==> config.mk <==
export PLATFORM = sky130hd
export DESIGN_NAME = edge_pattern_gen
export DESIGN_NICKNAME = d
export VERILOG_FILES = /design/src/rtl/edge_pkg.sv /design/src/rtl/edge_gen_lfsr.sv /design/src/rtl/edge_pattern_gen.sv
export SDC_FILE = /design/constraint.sdc
export NUM_CORES = 1
export LEC_CHECK = 0
export CORE_MARGIN = 4
export CORE_UTILIZATION = 35
export DETAILED_ROUTE_END_ITERATION = 10
export DONT_BUFFER_PORTS = 1
export SLEW_MARGIN = 40
export SYNTH_ARGS = -nofsm -noshare
export SYNTH_HDL_FRONTEND = slang
export SYNTH_SLANG_ARGS = --single-unit
export TNS_END_PERCENT = 1
==> constraint.sdc <==
create_clock -name clk -period 7.7 [get_ports clk]
set_input_delay 0.77 -clock clk [delete_from_list [all_inputs] [get_ports clk]]
set_output_delay 0.77 -clock clk [all_outputs]
set_load 0.05 [all_outputs]
==> src/rtl/edge_pkg.sv <==
// Shared types and constants for the edge pattern generator.
// Holds the FSM encoding, edge-type codes and LFSR constants.
package edge_pkg;

  typedef enum logic [2:0] {
    S_IDLE,
    S_LOW,
    S_RISE,
    S_HIGH,
    S_FALL,
    S_DONE
  } state_t;

  localparam logic EDGE_RISING  = 1'b0;
  localparam logic EDGE_FALLING = 1'b1;

  localparam logic [15:0] LFSR_SEED = 16'hACE1;
  // right-shift Fibonacci taps for x^16+x^14+x^13+x^11+1
  localparam logic [15:0] LFSR_TAPS = 16'h002D;

endpackage

==> src/rtl/edge_gen_lfsr.sv <==
// 16-bit Fibonacci LFSR used as the sample noise source.
// Only built when EDGE_GEN_NOISE_EN is defined.
module edge_gen_lfsr
  import edge_pkg::*;
(
  input  logic        clk,
  input  logic        reset_i,
  input  logic        en_i,
  output logic [15:0] state_o
);

  always_ff @(posedge clk) begin
    if (reset_i)
      state_o <= LFSR_SEED;
    else if (en_i)
      state_o <= {^(state_o & LFSR_TAPS), state_o[15:1]};
  end

endmodule

==> src/rtl/edge_pattern_gen.sv <==
// Synthetic ADC source emitting programmable rising/falling edge bursts.
// Optional sample noise is enabled with the EDGE_GEN_NOISE_EN macro.
module edge_pattern_gen
  import edge_pkg::*;
#(
  parameter int DATA_W = 10,
  parameter int CNT_W  = 8,
  parameter int LEN_W  = 16
) (
  input  logic              clk,
  input  logic              reset_i,
  input  logic              start_i,
  input  logic              abort_i,
  input  logic [DATA_W-1:0] low_level_i,
  input  logic [DATA_W-1:0] high_level_i,
  input  logic [DATA_W-1:0] ramp_step_i,
  input  logic [LEN_W-1:0]  high_len_i,
  input  logic [LEN_W-1:0]  low_len_i,
  input  logic [CNT_W-1:0]  pulse_num_i,
  output logic [DATA_W-1:0] data_o,
  output logic              data_valid_o,
  output logic              busy_o,
  output logic              done_o,
  output logic              edge_mark_o
);

  state_t            state;
  logic [DATA_W-1:0] lo_q, hi_q, step_q, smp_q;
  logic [LEN_W-1:0]  hlen_q, llen_q, len_cnt;
  logic [CNT_W-1:0]  pulse_cnt;

  logic              edge_sel;
  logic [DATA_W-1:0] tgt, ramp_nxt;
  logic [DATA_W:0]   up_sum, gap;

  function automatic logic [LEN_W-1:0] len_m1(
    input logic [LEN_W-1:0] l
  );
    return (l == '0) ? '0 : l - 1'b1;
  endfunction

  // HIGH already heads toward the low level for the first FALL sample
  always_comb begin
    edge_sel = (state == S_HIGH || state == S_FALL)
             ? EDGE_FALLING : EDGE_RISING;
    tgt      = (edge_sel == EDGE_RISING) ? hi_q : lo_q;
    up_sum   = {1'b0, smp_q} + {1'b0, step_q};
    gap      = {1'b0, smp_q} - {1'b0, tgt};
    ramp_nxt = tgt;
    if (step_q != '0) begin
      if (smp_q < tgt) begin
        if (up_sum < {1'b0, tgt})
          ramp_nxt = up_sum[DATA_W-1:0];
      end else if (smp_q > tgt) begin
        if ({1'b0, step_q} < gap)
          ramp_nxt = smp_q - step_q;
      end
    end
  end

  always_ff @(posedge clk) begin
    if (reset_i) begin
      state        <= S_IDLE;
      lo_q         <= '0;
      hi_q         <= '0;
      step_q       <= '0;
      hlen_q       <= '0;
      llen_q       <= '0;
      len_cnt      <= '0;
      pulse_cnt    <= '0;
      smp_q        <= '0;
      data_valid_o <= 1'b0;
      busy_o       <= 1'b0;
      done_o       <= 1'b0;
      edge_mark_o  <= 1'b0;
    end else begin
      done_o      <= 1'b0;
      edge_mark_o <= 1'b0;
      if (abort_i && busy_o) begin
        state        <= S_IDLE;
        smp_q        <= lo_q;
        len_cnt      <= '0;
        pulse_cnt    <= '0;
        data_valid_o <= 1'b0;
        busy_o       <= 1'b0;
      end else begin
        unique case (state)
          S_IDLE, S_DONE: begin
            state <= S_IDLE;
            if (start_i && !abort_i) begin
              lo_q   <= low_level_i;
              hi_q   <= high_level_i;
              step_q <= ramp_step_i;
              hlen_q <= high_len_i;
              llen_q <= low_len_i;
              if (pulse_num_i == '0) begin
                state  <= S_DONE;
                done_o <= 1'b1;
              end else begin
                state        <= S_LOW;
                smp_q        <= low_level_i;
                len_cnt      <= len_m1(low_len_i);
                pulse_cnt    <= pulse_num_i;
                data_valid_o <= 1'b1;
                busy_o       <= 1'b1;
              end
            end
          end
          S_LOW: begin
            if (len_cnt != '0) begin
              len_cnt <= len_cnt - 1'b1;
            end else begin
              state       <= S_RISE;
              smp_q       <= ramp_nxt;
              edge_mark_o <= (ramp_nxt == hi_q);
            end
          end
          S_RISE: begin
            if (smp_q == hi_q) begin
              state   <= S_HIGH;
              len_cnt <= len_m1(hlen_q);
            end else begin
              smp_q       <= ramp_nxt;
              edge_mark_o <= (ramp_nxt == hi_q);
            end
          end
          S_HIGH: begin
            if (len_cnt != '0) begin
              len_cnt <= len_cnt - 1'b1;
            end else begin
              state <= S_FALL;
              smp_q <= ramp_nxt;
            end
          end
          S_FALL: begin
            if (smp_q == lo_q) begin
              pulse_cnt <= pulse_cnt - 1'b1;
              if (pulse_cnt == CNT_W'(1)) begin
                state        <= S_DONE;
                done_o       <= 1'b1;
                data_valid_o <= 1'b0;
                busy_o       <= 1'b0;
              end else begin
                state   <= S_LOW;
                len_cnt <= len_m1(llen_q);
              end
            end else begin
              smp_q <= ramp_nxt;
            end
          end
          default: state <= S_IDLE;
        endcase
      end
    end
  end

`ifdef EDGE_GEN_NOISE_EN
  logic [15:0]       lfsr;
  logic [DATA_W+1:0] noisy;

  edge_gen_lfsr u_lfsr (
    .clk     (clk),
    .reset_i (reset_i),
    .en_i    (data_valid_o),
    .state_o (lfsr)
  );

  // sign bit set means underflow, next bit set means overflow
  always_comb begin
    noisy = {2'b00, smp_q}
          + {{(DATA_W - 1){lfsr[2]}}, lfsr[2:0]};
    if (noisy[DATA_W+1])
      data_o = '0;
    else if (noisy[DATA_W])
      data_o = '1;
    else
      data_o = noisy[DATA_W-1:0];
  end
`else
  assign data_o = smp_q;
`endif

endmodule

==> impl_metrics.prom, run 1 <==
# TYPE chip_impl_metric gauge
chip_impl_metric{name="setup_viol",unit=""} 0
chip_impl_metric{name="initial_utilization",unit="%"} 35.7
chip_impl_metric{name="timing.clock.skew",unit="ps"} 10.1
chip_impl_metric{name="tritoncts.num_buffers",unit=""} 9
chip_impl_metric{name="die_area",unit="um^2"} 25700
chip_impl_metric{name="maxCapViolCount",unit=""} 0
chip_impl_info{name="critical-path-top-delay-family",value="compound AO/OA/AOI/OAI gates"} 1
chip_impl_metric{name="detail_route.iter0.violations",unit=""} 677
chip_impl_info{name="synthFlopType",value="dfxtp_1"} 1
chip_impl_metric{name="first_global_vias",unit=""} 7392
chip_impl_metric{name="cts_num_sinks",unit=""} 102
chip_impl_metric{name="totalNegativeSetupSlack",unit="ps"} 0
chip_impl_metric{name="seq_area_frac_synth",unit="%"} 25.2
chip_impl_metric{name="fillers",unit=""} 2405
chip_impl_metric{name="slew_violations",unit=""} 0
chip_impl_metric{name="antenna_violations_before_repair",unit=""} 0
chip_impl_metric{name="ctsLongestPathBuffers",unit=""} 2
chip_impl_metric{name="postSynthAreaPerCell",unit="um^2"} 7.34
chip_impl_metric{name="number_of_primary_i_o_pins",unit=""} 88
chip_impl_metric{name="power_density",unit="nW/um^2"} 277
chip_impl_metric{name="clkSlewWorstSetupHoldPaths",unit="ps"} 80
chip_impl_metric{name="overflow",unit=""} 0
chip_impl_metric{name="post_cts_buffers",unit=""} 0
chip_impl_metric{name="synth.yosys.warnings",unit=""} 0
chip_impl_metric{name="r2r_cells",unit=""} 22
chip_impl_metric{name="netlist-cell-type-count",unit=""} 83
chip_impl_metric{name="power_frac_clock",unit="%"} 21.2
chip_impl_metric{name="synth_enable_flop_cells",unit=""} 0
chip_impl_info{name="crit_path_frequent_cell",value="o21a_1"} 1
chip_impl_metric{name="switching_power",unit="W"} 0.00105
chip_impl_metric{name="count_of_buffer_and_inverter_cells_on_the_critical_path",unit=""} 1
chip_impl_metric{name="area_growth",unit="%"} 7.24
chip_impl_metric{name="netlist_instances",unit=""} 1105
chip_impl_metric{name="cts.hold.buffers_added",unit=""} 0
chip_impl_metric{name="wl",unit="um"} 26000
chip_impl_info{name="grt_setup_unrepaired",value="false"} 1
chip_impl_metric{name="route.detailed.wl_per_inst",unit="um"} 19.1
chip_impl_metric{name="arrival",unit="ps"} 6710
chip_impl_info{name="cp_slowest_cell",value="dfxtp_1"} 1
chip_impl_metric{name="min_path_cells",unit=""} 1
chip_impl_metric{name="placeable_core_area",unit="um^2"} 22700
chip_impl_metric{name="sequentialPowerShare",unit="%"} 28.0
chip_impl_info{name="timing.critical_path.from_type",value="flip-flop"} 1
chip_impl_metric{name="cell_internal_pwr",unit="W"} 0.00135
chip_impl_metric{name="dieWidth",unit="um"} 160
chip_impl_metric{name="detailedRoute.firstPassIterationCount",unit=""} 5
chip_impl_metric{name="via_count",unit=""} 7825
chip_impl_metric{name="worst-slew-pin-transition",unit="ps"} 743
chip_impl_metric{name="worst-endpoint-required",unit="ps"} 8000
chip_impl_metric{name="ir_worst_vdd",unit="mV"} 0.140
chip_impl_metric{name="critPathMaxStageDelay",unit="ps"} 740
chip_impl_info{name="crit_chain",value="nand3b_2 > nand2_2 > mux2_2 > inv_1 > ha_1 > or2_2 > maj3_2 > o21a_1 > maj3_1 > a21oi_1 > o21bai_1 > a21oi_1 > xor2_1 > ha_1 > o21a_1 > o22ai_1 > o21a_1 > a22oi_4 > a221oi_1 > xor2_1 > a2111oi_0 > and4_1"} 1
chip_impl_info{name="min-delay-start",value="reset_i"} 1
chip_impl_metric{name="max_slew_margin",unit="%"} 50.4
chip_impl_metric{name="clkLatencyLatePin",unit="ps"} 360
chip_impl_metric{name="layout_worst_path_cycle_share",unit="%"} 83.2
chip_impl_metric{name="fraction_of_layout_instances_using_a_drive_strength_above_1",unit="%"} 6.30
chip_impl_metric{name="grt_start_max_net_pins",unit=""} 74
chip_impl_metric{name="max_freq",unit="MHz"} 156
chip_impl_info{name="regToRegEndpoint",value="edge_mark_o"} 1
chip_impl_metric{name="gr-usage-all-layers",unit="%"} 19.9
chip_impl_metric{name="p_leak",unit="nW"} 3.25
chip_impl_metric{name="total_power",unit="W"} 0.00240
chip_impl_metric{name="hpwl",unit="um"} 19900
chip_impl_metric{name="finish.net_count",unit=""} 1199
chip_impl_metric{name="die-height",unit="um"} 160
chip_impl_info{name="critPathCaptureType",value="flip-flop"} 1
chip_impl_info{name="tritoncts_clock_tree",value="built"} 1
chip_impl_info{name="min_delay_endpoint",value="hlen_q[6]"} 1
chip_impl_metric{name="drc",unit=""} 0
chip_impl_metric{name="swShare",unit="%"} 43.8
chip_impl_metric{name="synth_fp_nets",unit=""} 1230
chip_impl_metric{name="layout_min_cycle_time",unit="ps"} 6410
chip_impl_metric{name="gp_congestion",unit=""} 0.959
chip_impl_metric{name="ant_cells",unit=""} 0
chip_impl_metric{name="comb_power_share",unit="%"} 50.9
chip_impl_metric{name="global_route_wire_length_before_repair",unit="um"} 41200
chip_impl_info{name="min-delay-path-class",value="input pin to flip-flop"} 1
chip_impl_metric{name="final_antenna_net_count",unit=""} 0
chip_impl_info{name="mostFrequentLayoutCells",value="191 x nand2_1, 124 x a21oi_1, 99 x dfxtp_1"} 1
chip_impl_info{name="status",value="finished clean"} 1
chip_impl_metric{name="place.port_buffers",unit=""} 0
chip_impl_metric{name="ctsHtreeMaxLevel",unit=""} 3
chip_impl_metric{name="post_cts.resized_instances",unit=""} 0
chip_impl_info{name="clock-root-buffer",value="clkbuf_16"} 1
chip_impl_metric{name="timing.final.hold_violations",unit=""} 0
chip_impl_info{name="rr_startpoint",value="state[1]"} 1
chip_impl_metric{name="rows",unit=""} 55
chip_impl_metric{name="synth-async-reset-ratio",unit="%"} 0
chip_impl_metric{name="number_of_register_bits_inferred_by_synthesis",unit=""} 102
chip_impl_metric{name="path_max_fanout",unit=""} 18
chip_impl_metric{name="vias_per_cell",unit=""} 5.74
chip_impl_metric{name="netlist_area",unit="um^2"} 8110
chip_impl_info{name="criticalPathCategory",value="flip-flop to flip-flop"} 1
chip_impl_metric{name="final_core_util",unit="%"} 38.3
chip_impl_info{name="layout_commonest_cell",value="nand2_1"} 1
chip_impl_metric{name="worst-r2r-setup-slack",unit="ps"} 1290
-- final cells by class --
type	instances	area (um^2)	area share, %
multi-input combinational	901	5690	65.5
inverter	44	165	1.90
sequential	102	2050	23.5
tap	285	357	4.10
timing repair buffer	16	120	1.38
clock inverter	4	80.1	0.921
clock buffer	12	236	2.72
-- routing by layer --
metal  vias to the layer above  global-route usage [%]  share of wire [%]
li1                       3876                       -                  -
met1                      3640                    27.1                 46
met2                       255                    30.9                 44
met3                        54                    4.59                6.8
met4                         0                    6.80                3.0
met5                         -                       0                  0
-- state kept, by name (all words and copies together) (netlist names) --
name and cells:
len_cnt 16, llen_q 16, done_o 1, hlen_q 16, data_o 10, edge_mark_o 1, lo_q 10, busy_o 1
state 3, step_q 10, pulse_cnt 8, hi_q 10
-- per-stage QoR --
| stage | area (um^2) | std cells | setup slack (ps) | hold WS, ps |
|---|---|---|---|---|
| 6_report | 8700 | 1364 | 1290 | 473 |
| 5_1_grt | 8700 | 1364 | 725 | 463 |
| 4_1_cts | 8700 | 1364 | 1370 | 468 |
| 3_5_place_dp | 8380 | 1348 | 1400 | 468 |
| 3_3_place_gp | 8360 | 1348 | 1550 | 455 |
| 2_1_floorplan | 8110 | 1105 | 2370 | 444 |
-- logic make-up (layout without fill, tap and decap cells) --
| group | Yosys count | count (layout) | synth area share [%] |
|---|---|---|---|
| AOI/OAI and AO/OA | 302 | 302 | 24.0 |
| buffers and inverters | 102 | 76 | 5.11 |
| muxes | 13 | 13 | 1.65 |
| DFF | 102 | 102 | 25.2 |
| adders and majority gates | 55 | 55 | 8.56 |
| and+or+nand+nor | 437 | 437 | 25.3 |
| xor gates and xnor gates | 94 | 94 | 10.2 |
-- worst reg2reg max path: cells and delay by family, from the launching register on --
kind | cells | cell delay (ps)
AOI/OAI and AO/OA | 10 | 2400
adders and majority gates | 4 | 1210
and+or+nand+nor | 4 | 1170
DFF | 1 | 740
muxes | 1 | 380
xor gates and xnor gates | 2 | 320
buffers and inverters | 1 | 130
-- power by group through the flow --
stage	Sequential (W)	Clock (W)	Combinational (W)
floorplan	0.000684	0	0.000920
global placement	0.000683	0	0.00120
detailed placement	0.000684	0	0.00120
CTS	0.000671	0.000520	0.00121
global route	0.000681	0.000536	0.00135
finish	0.000673	0.000509	0.00122
-- synthesized netlist by cell type (5+ instances only) --
cell type	instances	share of area (%)
nand2_1	191	8.8
or4_1	8	0.74
and3_1	8	0.62
o21a_1	6	0.56
nand3_1	21	1.3
xnor2_1	54	5.8
a211oi_1	11	1.0
inv_1	43	2.0
nand4_1	10	0.77
o21ai_0	49	3.0
dfxtp_1	102	25
clkbuf_1	47	2.2
nand2b_1	9	0.69
nor2b_1	13	1.0
or2_2	5	0.39
nor3_1	34	2.1
xor2_1	40	4.3
o221ai_1	6	0.65
o21bai_1	6	0.56
buf_1	5	0.23
nor3b_1	6	0.56
o31ai_1	6	0.56
o22ai_1	16	1.2
ha_1	49	7.6
nor2_1	80	3.7
mux2i_1	10	1.2
a21oi_1	125	7.7
nor4_1	23	1.8
or3_1	7	0.54
o211ai_1	18	1.7
-- worst max path at each step --
stage | startpoint | to | slack [ps] | depth (start not counted)
floorplan | state[2] | edge_mark_o | 2370 | 25
global placement | state[1] | edge_mark_o | 1550 | 23
detailed placement | state[1] | edge_mark_o | 1400 | 22
CTS | state[1] | edge_mark_o | 1370 | 22
global route | state[2] | edge_mark_o | 720 | 27
finish | state[1] | edge_mark_o | 1290 | 22
Power figures use the tool's default switching activity.
==> run 2, diff against run 1 <==
Clock period 7.7 ns to 6.6 ns, I/O delays scaled along.
==> run 2 against run 1 <==
  * Via count rose by 0.47%
  * Count of clock-buffer cells in the layout down 2
  * Maximum frequency grew 2.8%
  * Final area shrank 0.17%
  * Non-clock buffer count grew 2
  * Largest power group unchanged
  * Power up 15%
  * Combinational power grew 19%
  * Global-route usage increased by 0.25 points
  * First-iteration DRC count rose by 1.2%
  * Utilization shrank 0.066 points
  * Sequential power increased by 17%
==> impl_metrics.prom, run 2 (synthesized netlist as in run 1, its figures left out) <==
# TYPE chip_impl_metric gauge
chip_impl_metric{name="finish.net_count",unit=""} 1201
chip_impl_metric{name="r2r_cells",unit=""} 24
chip_impl_metric{name="die-height",unit="um"} 160
chip_impl_metric{name="post_cts_buffers",unit=""} 0
chip_impl_info{name="mostFrequentLayoutCells",value="191 x nand2_1, 124 x a21oi_1, 100 x dfxtp_1"} 1
chip_impl_metric{name="sequentialPowerShare",unit="%"} 28.3
chip_impl_metric{name="totalNegativeSetupSlack",unit="ps"} 0
chip_impl_metric{name="ctsLongestPathBuffers",unit=""} 2
chip_impl_metric{name="maxCapViolCount",unit=""} 0
chip_impl_metric{name="p_leak",unit="nW"} 3.24
chip_impl_metric{name="detail_route.iter0.violations",unit=""} 685
chip_impl_info{name="critPathCaptureType",value="flip-flop"} 1
chip_impl_metric{name="cts_num_sinks",unit=""} 102
chip_impl_info{name="clock-root-buffer",value="clkbuf_16"} 1
chip_impl_metric{name="drc",unit=""} 0
chip_impl_metric{name="power_frac_clock",unit="%"} 19.4
chip_impl_metric{name="number_of_primary_i_o_pins",unit=""} 88
chip_impl_info{name="tritoncts_clock_tree",value="built"} 1
chip_impl_info{name="min-delay-path-class",value="input pin to flip-flop"} 1
chip_impl_info{name="layout_top_registers",value="hlen_q: 16 flops, len_cnt: 16 flops, llen_q: 16 flops"} 1
chip_impl_metric{name="first_global_vias",unit=""} 7485
chip_impl_metric{name="antenna_violations_before_repair",unit=""} 0
chip_impl_metric{name="ir_worst_vdd",unit="mV"} 0.138
chip_impl_metric{name="layout_worst_path_cycle_share",unit="%"} 94.4
chip_impl_metric{name="arrival",unit="ps"} 6550
chip_impl_metric{name="overflow",unit=""} 0
chip_impl_metric{name="power_density",unit="nW/um^2"} 320
chip_impl_info{name="layout_commonest_cell",value="nand2_1"} 1
chip_impl_info{name="crit_path_start",value="state[0]"} 1
chip_impl_metric{name="final_core_util",unit="%"} 38.2
chip_impl_metric{name="gp_congestion",unit=""} 0.943
chip_impl_info{name="status",value="finished clean"} 1
chip_impl_metric{name="gr-usage-all-layers",unit="%"} 20.1
chip_impl_metric{name="via_count",unit=""} 7862
chip_impl_metric{name="post_cts.resized_instances",unit=""} 0
chip_impl_info{name="timing.critical_path.from_type",value="flip-flop"} 1
chip_impl_metric{name="timing.clock.skew",unit="ps"} 12.6
chip_impl_info{name="criticalPathCategory",value="flip-flop to flip-flop"} 1
chip_impl_metric{name="clkSlewWorstSetupHoldPaths",unit="ps"} 80
chip_impl_metric{name="tritoncts.num_buffers",unit=""} 9
chip_impl_metric{name="max_slew_margin",unit="%"} 43.1
chip_impl_metric{name="layout_min_cycle_time",unit="ps"} 6230
chip_impl_metric{name="wl",unit="um"} 26600
chip_impl_info{name="rr_startpoint",value="state[0]"} 1
chip_impl_metric{name="placeable_core_area",unit="um^2"} 22700
chip_impl_metric{name="clkLatencyLatePin",unit="ps"} 370
chip_impl_metric{name="cell_internal_pwr",unit="W"} 0.00151
chip_impl_metric{name="detailedRoute.firstPassIterationCount",unit=""} 5
chip_impl_metric{name="cts.hold.buffers_added",unit=""} 0
chip_impl_metric{name="fraction_of_layout_instances_using_a_drive_strength_above_1",unit="%"} 6.66
chip_impl_metric{name="max_freq",unit="MHz"} 160
chip_impl_metric{name="route.detailed.wl_per_inst",unit="um"} 19.5
chip_impl_metric{name="swShare",unit="%"} 45.7
chip_impl_metric{name="worst-slew-pin-transition",unit="ps"} 852
chip_impl_metric{name="ctsHtreeMaxLevel",unit=""} 3
chip_impl_metric{name="setup_viol",unit=""} 0
chip_impl_metric{name="comb_power_share",unit="%"} 52.3
chip_impl_metric{name="vias_per_cell",unit=""} 5.76
chip_impl_metric{name="worst-r2r-setup-slack",unit="ps"} 370
chip_impl_metric{name="path_max_fanout",unit=""} 13
chip_impl_metric{name="hpwl",unit="um"} 20500
chip_impl_metric{name="timing.final.hold_violations",unit=""} 0
chip_impl_metric{name="die_area",unit="um^2"} 25700
chip_impl_metric{name="rows",unit=""} 55
chip_impl_info{name="regToRegEndpoint",value="edge_mark_o"} 1
chip_impl_metric{name="switching_power",unit="W"} 0.00127
chip_impl_metric{name="place.port_buffers",unit=""} 0
chip_impl_metric{name="slew_violations",unit=""} 0
chip_impl_metric{name="min_path_cells",unit=""} 1
chip_impl_metric{name="global_route_wire_length_before_repair",unit="um"} 41600
chip_impl_info{name="grt_setup_unrepaired",value="false"} 1
chip_impl_metric{name="dieWidth",unit="um"} 160
chip_impl_metric{name="final_antenna_net_count",unit=""} 0
chip_impl_metric{name="worst-endpoint-required",unit="ps"} 6910
chip_impl_metric{name="area_growth",unit="%"} 7.05
chip_impl_metric{name="ant_cells",unit=""} 0
chip_impl_info{name="crit_path_end",value="edge_mark_o"} 1
chip_impl_metric{name="grt_start_max_net_pins",unit=""} 74
chip_impl_metric{name="initial_utilization",unit="%"} 35.7
[run 2: power by group through the flow]
stage | clock, W | combinational, W | sequential [W]
after floorplan | 0 | 0.00107 | 0.000798
after global placement | 0 | 0.00142 | 0.000796
after detailed placement | 0 | 0.00142 | 0.000796
after CTS | 0.000553 | 0.00143 | 0.000782
after global routing | 0.000578 | 0.00159 | 0.000792
final | 0.000539 | 0.00145 | 0.000785
[run 2: how the worst min path moves through the flow]
stage                    to  slack (ps)          from
3_5_place_dp   pulse_cnt[6]         460  pulse_cnt[6]
4_1_cts          llen_q[15]         350       reset_i
6_report          hlen_q[5]         360       reset_i
2_1_floorplan  pulse_cnt[6]         440  pulse_cnt[6]
3_3_place_gp   pulse_cnt[6]         460  pulse_cnt[6]
5_1_grt           llen_q[4]         340       reset_i
[run 2: cell type report]
class	count	area, um^2
Fill cell	2408	14000
Multi-Input combinational cell	901	5700
Sequential cell	102	2040
Tap cell	285	357
Clock buffer	10	229
Inverter	44	165
Timing Repair Buffer	18	135
Clock inverter	6	52.6
[run 2: routing by layer]
metal	global-route usage (%)	routed length, um	share of wire (%)
met5	0	0	0
met2	31.9	11800	44
met4	6.53	688	2.6
met1	27.5	12300	46
met3	3.87	1750	6.6
[run 2: metrics by stage]
stage	hold slack (ps)	worst slack (ps)	cells	instance area [um^2]	power, W
finish	360	367	1366	8680	0.00277
global route	342	57.0	1366	8680	0.00296
CTS	350	479	1366	8670	0.00276
detailed placement	464	493	1350	8390	0.00222
global placement	458	678	1350	8380	0.00222
floorplan	444	1270	1105	8110	0.00187
[run 2: critical path, cell delays in order, from the launching register on]
cell and delay (ps):
dfxtp_1 610, nand3b_2 320, nand2_2 260, mux2_2 370
inv_1 140, ha_1 290, or2_2 330, maj3_2 320
o21a_1 150, maj3_1 360, a21oi_1 240, o21bai_1 90
a21oi_1 180, xor2_1 90, ha_1 200, nor3_1 190
nand2_1 70, o22ai_1 250, o21a_1 300, buf_4 210
mux2i_1 200, o22ai_1 140, a22o_1 260, a2111oi_0 360
and4_1 250
